File: src/rtl/gmii_rx_pkg.sv
// Shared types and constants for the GMII receive framer and its CRC helper.
package gmii_rx_pkg;

    typedef enum logic [1:0] {
        IDLE,
        PREAMBLE,
        DATA,
        DROP
    } rx_state_t;

    localparam logic [7:0]  PREAMBLE_BYTE = 8'h55;
    localparam logic [7:0]  SFD_BYTE      = 8'hD5;

    // Longest legal preamble run before the SFD.
    localparam logic [2:0]  PRE_MAX       = 3'd7;

    localparam logic [31:0] CRC_POLY      = 32'hEDB88320;
    localparam logic [31:0] CRC_INIT      = 32'hFFFFFFFF;
    localparam logic [31:0] CRC_RESIDUE   = 32'hDEBB20E3;

endpackage

File: src/rtl/crc32_d8.sv
// Combinational CRC-32 step for one byte, LSB first, reflected polynomial.
// No register inside, so the transmit path can share it as-is.
module crc32_d8
    import gmii_rx_pkg::*;
(
    input  logic [31:0] crc_in,
    input  logic [7:0]  data,
    output logic [31:0] crc_out
);

    logic [31:0] c;

    // Shift the eight data bits through the register, bit 0 first.
    always_comb begin
        c = crc_in;
        for (int i = 0; i < 8; i++) begin
            c = (c >> 1) ^ (((c[0] ^ data[i]) != 1'b0) ? CRC_POLY : 32'h0);
        end
        crc_out = c;
    end

endmodule

File: src/rtl/gmii_rx_frame.sv
// GMII receive framer: strips preamble/SFD, forwards frame bytes with a
// two-cycle latency, and reports length / FCS status one cycle after EOF.
module gmii_rx_frame
    import gmii_rx_pkg::*;
#(
    parameter int MAX_LEN = 1518,
    parameter int MIN_LEN = 64
) (
    input  logic        clk,
    input  logic        rst_n,
    input  logic        gmii_rx_dv,
    input  logic [7:0]  gmii_rxd,
    output logic        rx_valid,
    output logic [7:0]  rx_data,
    output logic        rx_sof,
    output logic        rx_eof,
    output logic        rx_done,
    output logic [10:0] rx_len,
    output logic        rx_crc_ok,
    output logic        rx_len_err
);

    localparam logic [10:0] MAX_L = 11'(MAX_LEN);
    localparam logic [10:0] MIN_L = 11'(MIN_LEN);

    rx_state_t   state, state_nxt;
    logic [2:0]  pre_cnt, pre_cnt_nxt;
    logic        take;      // byte accepted into the frame this cycle
    logic        sfd_hit;   // SFD seen, frame starts next cycle
    logic [10:0] byte_cnt;
    logic [31:0] crc_q, crc_nxt;

    // One-byte holding stage; it lets EOF be decided once the next dv is seen.
    logic        s1_vld, s1_sof;
    logic [7:0]  s1_data;
    logic        eof_now;

    crc32_d8 u_crc (
        .crc_in  (crc_q),
        .data    (gmii_rxd),
        .crc_out (crc_nxt)
    );

    // Next-state logic: preamble qualification, data acceptance, length cap.
    always_comb begin
        state_nxt   = state;
        pre_cnt_nxt = pre_cnt;
        take        = 1'b0;
        sfd_hit     = 1'b0;
        case (state)
            IDLE: begin
                if (gmii_rx_dv) begin
                    if (gmii_rxd == PREAMBLE_BYTE) begin
                        state_nxt   = PREAMBLE;
                        pre_cnt_nxt = 3'd1;
                    end else begin
                        state_nxt = DROP;
                    end
                end
            end
            PREAMBLE: begin
                if (!gmii_rx_dv) begin
                    state_nxt = IDLE;
                end else if (gmii_rxd == SFD_BYTE) begin
                    state_nxt = DATA;
                    sfd_hit   = 1'b1;
                end else if (gmii_rxd == PREAMBLE_BYTE && pre_cnt != PRE_MAX) begin
                    pre_cnt_nxt = pre_cnt + 3'd1;
                end else begin
                    state_nxt = DROP;
                end
            end
            DATA: begin
                if (!gmii_rx_dv) begin
                    state_nxt = IDLE;
                end else begin
                    take = 1'b1;
                    // This byte brings the count to MAX_LEN: it is the last one.
                    if (byte_cnt == MAX_L - 11'd1) state_nxt = DROP;
                end
            end
            DROP: begin
                if (!gmii_rx_dv) state_nxt = IDLE;
            end
            default: state_nxt = IDLE;
        endcase
    end

    // FSM and preamble-run registers.
    always_ff @(posedge clk) begin
        if (!rst_n) begin
            state   <= IDLE;
            pre_cnt <= 3'd0;
        end else begin
            state   <= state_nxt;
            pre_cnt <= pre_cnt_nxt;
        end
    end

    // Byte counter and CRC accumulator, restarted at every SFD.
    always_ff @(posedge clk) begin
        if (!rst_n || sfd_hit) begin
            byte_cnt <= 11'd0;
            crc_q    <= CRC_INIT;
        end else if (take) begin
            byte_cnt <= (byte_cnt == 11'h7FF) ? byte_cnt : byte_cnt + 11'd1;
            crc_q    <= crc_nxt;
        end
    end

    // First pipeline stage: capture accepted bytes.
    always_ff @(posedge clk) begin
        if (!rst_n) begin
            s1_vld  <= 1'b0;
            s1_sof  <= 1'b0;
            s1_data <= 8'h00;
        end else begin
            s1_vld  <= take;
            s1_sof  <= take && (byte_cnt == 11'd0);
            s1_data <= gmii_rxd;
        end
    end

    // The held byte is last unless the framer is still in DATA with dv high.
    assign eof_now = s1_vld && !(state == DATA && gmii_rx_dv);

    // Output stage: forwarded byte with its framing flags.
    always_ff @(posedge clk) begin
        if (!rst_n) begin
            rx_valid <= 1'b0;
            rx_data  <= 8'h00;
            rx_sof   <= 1'b0;
            rx_eof   <= 1'b0;
        end else begin
            rx_valid <= s1_vld;
            rx_data  <= s1_vld ? s1_data : 8'h00;
            rx_sof   <= s1_sof;
            rx_eof   <= eof_now;
        end
    end

    // Frame status, taken the cycle after EOF while counter/CRC still hold
    // the finished frame (the next SFD cannot arrive before then).
    always_ff @(posedge clk) begin
        if (!rst_n) begin
            rx_done    <= 1'b0;
            rx_len     <= 11'd0;
            rx_crc_ok  <= 1'b0;
            rx_len_err <= 1'b0;
        end else begin
            rx_done <= rx_valid && rx_eof;
            if (rx_valid && rx_eof) begin
                rx_len     <= byte_cnt;
                rx_crc_ok  <= (crc_q == CRC_RESIDUE) && (byte_cnt < MAX_L);
                rx_len_err <= (byte_cnt < MIN_L) || (byte_cnt >= MAX_L);
            end
        end
    end

endmodule

File: config.mk
export PLATFORM = sky130hd
export DESIGN_NAME = gmii_rx_frame
export DESIGN_NICKNAME = d
export VERILOG_FILES = /design/src/rtl/gmii_rx_pkg.sv /design/src/rtl/crc32_d8.sv /design/src/rtl/gmii_rx_frame.sv
export SDC_FILE = /design/constraint.sdc
export NUM_CORES = 1
export LEC_CHECK = 0
export ABC_AREA = 1
export BUFFER_PORTS_ARGS = -buffer_cell sky130_fd_sc_hd__buf_4
export CORE_AREA = 2 2 80 120
export CTS_CLUSTER_SIZE = 25
export DETAILED_ROUTE_END_ITERATION = 7
export DIE_AREA = 0 0 82 122
export PLACE_DENSITY = 0.67
export SLEW_MARGIN = 10
export SYNTH_ARGS = -nofsm -noshare
export SYNTH_HDL_FRONTEND = slang
export SYNTH_SLANG_ARGS = --single-unit
File: constraint.sdc
create_clock -name clk -period 2.8 [get_ports clk]
set_clock_uncertainty 0.1 [all_clocks]
set_input_delay 0.56 -clock clk [delete_from_list [all_inputs] [get_ports clk]]
set_output_delay 0.56 -clock clk [all_outputs]
set_load 0.01 [all_outputs]
==> run_results.csv <==
group,metric,value,unit
status,status,"complete, no violations",
yosys,ys_seq_area_share,37.7,%
sta,hold_viol_final,0,
global_routing,grt_util_all_layers,24.6,%
pwr,p_int,0.00238,W
setup_path,worst-path-max-fanout,26,
cts,cts_resized,0,
place,place_congestion,0.919,
setup_path,cp_slowest_stage_delay,0.45,ns
floorplan,fp-row-count,43,
setup_path,cp_num_buf_inv,2,
setup_path,path_class,"flip-flop to flip-flop",
run,maxCapViolCount,0,
sta,slew_headroom,55.7,%
cts,cts_setup_buffers,0,
sta,period_needed,1.94,ns
setup_path,cp.arrival,2.12,ns
finish,final_cell_mix,"nand2_1, dfxtp_1, inv_1",
setup_path,critPathRequiredTime,2.98,ns
floorplan,die-area,10000,sq um
detailed_routing,route.final.wire_length,11.5,mm
yosys,yosysTopAreaCell,"dfxtp_1",
setup_path,crit_family,"simple AND/OR/NAND/NOR gates",
setup_path,endpoint_kind,"flip-flop",
yosys,synth_ff_type,"dfxtp_1",
yosys,syn_area_per_cell,6.61,sq um
setup_path,start_kind,"flip-flop",
sta,fmax,0.515,GHz
pwr,ir_drop,0.000484,V
finish,final_cells,813,
cts,clk-insertion-delay-late,0.34,ns
cts,cts_root_buffer,"clkbuf_16",
pwr,seq_power_share,38.7,%
worst_hold_path,hold_path_class,"flip-flop to flip-flop",
yosys,ys_ff_latch,83,
yosys,syn_nets,682,
cts,htreeDepth,3,
yosys,yosys-top-cells-area,"dfxtp_1, nand2_1, inv_1, a21oi_1, nand3_1",
pwr,pwr-share-comb,26.5,%
detailed_routing,wl_per_cell,14.1,microns
cts,cts_made_buffers,9,
floorplan,core_area,9040,sq um
pwr,fin_total_pwr,0.00361,W
finish,layout-drive-gt1-share,11.6,%
floorplan,die_y,122,microns
yosys,synthArstFlopShare,0,%
floorplan,io_pins,36,
global_routing,grt_max_degree,38,
detailed_routing,detail-route-antenna-nets,0,
sta,rsz0062_at_grt,"no",
detailed_routing,viasPerCell,5.24,
sta,hold-worst-slack,0.307,ns
yosys,synth_top_area_share,37.7,%
cts,ctsLongestPathBuffers,2,
place,io_buffers,35,
finish,fin_util,55.7,%
yosys,ys_warn_count,0,
global_routing,grt_pass1_wl,18.5,mm
sta,tightest_slew,0.664,ns
yosys,syn_inst,666,
sta,finalSetupViolations,0,
place,dp.cells,797,
pwr,leakage,2.45,nW
finish,area_delta_synth_final,14.3,%
pwr,cellPowerDensity,718,nW/um^2
global_routing,gr-total-overflow,0,
sta,final.setup.tns,0,ns
detailed_routing,dr.pass1.iters,5,
finish,fin_nets,712,
sta,slew_viol_final,0,
setup_path,critPathSlowestCell,"dfxtp_1",
yosys,ys_types,29,
pwr,pwr-share-clk,34.8,%
detailed_routing,drt_iter0_drc,311,
setup_path,crit_chain,"inv_1, nor2_1, nand3_1, nand2_2, buf_4, a21oi_1, nand2_1",
cts,cts_num_sinks,83,
floorplan,die_w,82,microns
sta,min_period_over_period,69.3,%
finish,antennaDiodeCount,0,
global_routing,antenna_found_initial,0,
pwr,p_sw_share,34.2,%
detailed_routing,drc,0,
place,dpl.hpwl,8.50,mm
global_routing,grt_pass1_vias,3960,
yosys,synth_edf_count,0,
cts,clk_pin_slew_worst_paths,0.06,ns
pwr,p_switching,0.00123,W
yosys,netlist_area,4400,sq um
finish,layout_commonest_cell,"nand2_1",
floorplan,start_util,48.7,%
cts,tritoncts,"built",
cts,postCtsHoldBufs,0,
detailed_routing,via_count,4263,
[sequential cells by signal, indices dropped and copies added, names as in the netlist]
signal      flops
rx_eof          1
rx_done         1
pre_cnt         3
rx_len         11
rx_valid        1
s1_vld          1
state           2
rx_sof          1
rx_crc_ok       1
byte_cnt       11
crc_q          32
rx_len_err      1
s1_sof          1
s1_data         8
rx_data         8
[power groups by stage]
stage          registers [W]  logic (W)  clock network (W)
4_1_cts              0.00139   0.000949            0.00127
3_3_place_gp         0.00142   0.000926                  0
3_5_place_dp         0.00142   0.000943                  0
2_1_floorplan        0.00139   0.000740                  0
5_1_grt              0.00141    0.00108            0.00133
6_report             0.00140   0.000956            0.00126
[path summary, 6_finish.rpt]
| check | cells past startpoint | from | to | slack [ns] |
|---|---|---|---|---|
| max | 7 | state[0]$_SDFFE_PN0P_ | crc_q[18]$_SDFFE_PP1P_ | 0.86 |
| min | 2 | s1_data[3]$_SDFF_PN0_ | rx_data[3]$_SDFF_PN0_ | 0.31 |
| max reg2reg | 7 | state[0]$_SDFFE_PN0P_ | crc_q[18]$_SDFFE_PP1P_ | 0.86 |
| min reg2reg | 2 | s1_data[3]$_SDFF_PN0_ | rx_data[3]$_SDFF_PN0_ | 0.31 |
[layer usage]
layer  global-route usage (%)  vias to the layer above  routed length (microns)  share of wire [%]
met4                     13.8                        0                      493                4.3
met3                     3.48                       43                      456                4.0
met5                        0                        -                        0                  0
li1                         -                     2162                        -                  -
met1                     27.8                     1937                     4530                 39
met2                     43.0                      121                     6000                 52
[cell families after synthesis]
family	count (synthesis)	share of synthesized area [%]
flops	83	37.7
simple gates	344	32.7
fa+ha+maj	5	1.42
xor+xnor	31	6.16
buf+inv	104	9.60
compound gates	99	12.4
[tightest hold or removal path, cell delays in order (launching register included)]
cell,delay [ns]
dfxtp_1,0.30
inv_1,0.04
nor2_1,0.03
[synthesized netlist by cell type (3+ instances only)]
master,n
o21ai_1,4
xnor2_1,6
inv_2,5
dfxtp_1,83
xor2_1,25
ha_1,5
nor2_2,4
a21oi_1,51
o221ai_1,3
nand2_2,12
clkbuf_1,6
buf_4,3
o211ai_1,3
inv_1,81
nand2_1,215
nand3_1,48
o21ai_0,29
a21oi_2,7
buf_2,5
nor2_1,46
nand4_1,8
nor3_1,7
[cell type report]
class | count | area, sq um
fillers | 868 | 4010
multi-input cells | 479 | 2320
flip-flops and latches | 83 | 1660
inverters | 86 | 323
repair buffers | 37 | 278
clock buffers | 11 | 233
well taps | 112 | 140
clock inverters | 5 | 77.6
[through the flow]
| step | setup slack [ns] | instance area [sq um] |
|---|---|---|
| detailed placement | 0.636 | 4720 |
| floorplan | 1.19 | 4400 |
| global route | 0.682 | 5030 |
| CTS | 0.854 | 5030 |
| finish | 0.859 | 5030 |
| global placement | 0.684 | 4720 |
Note: power is estimated with default switching activity, not from simulation.
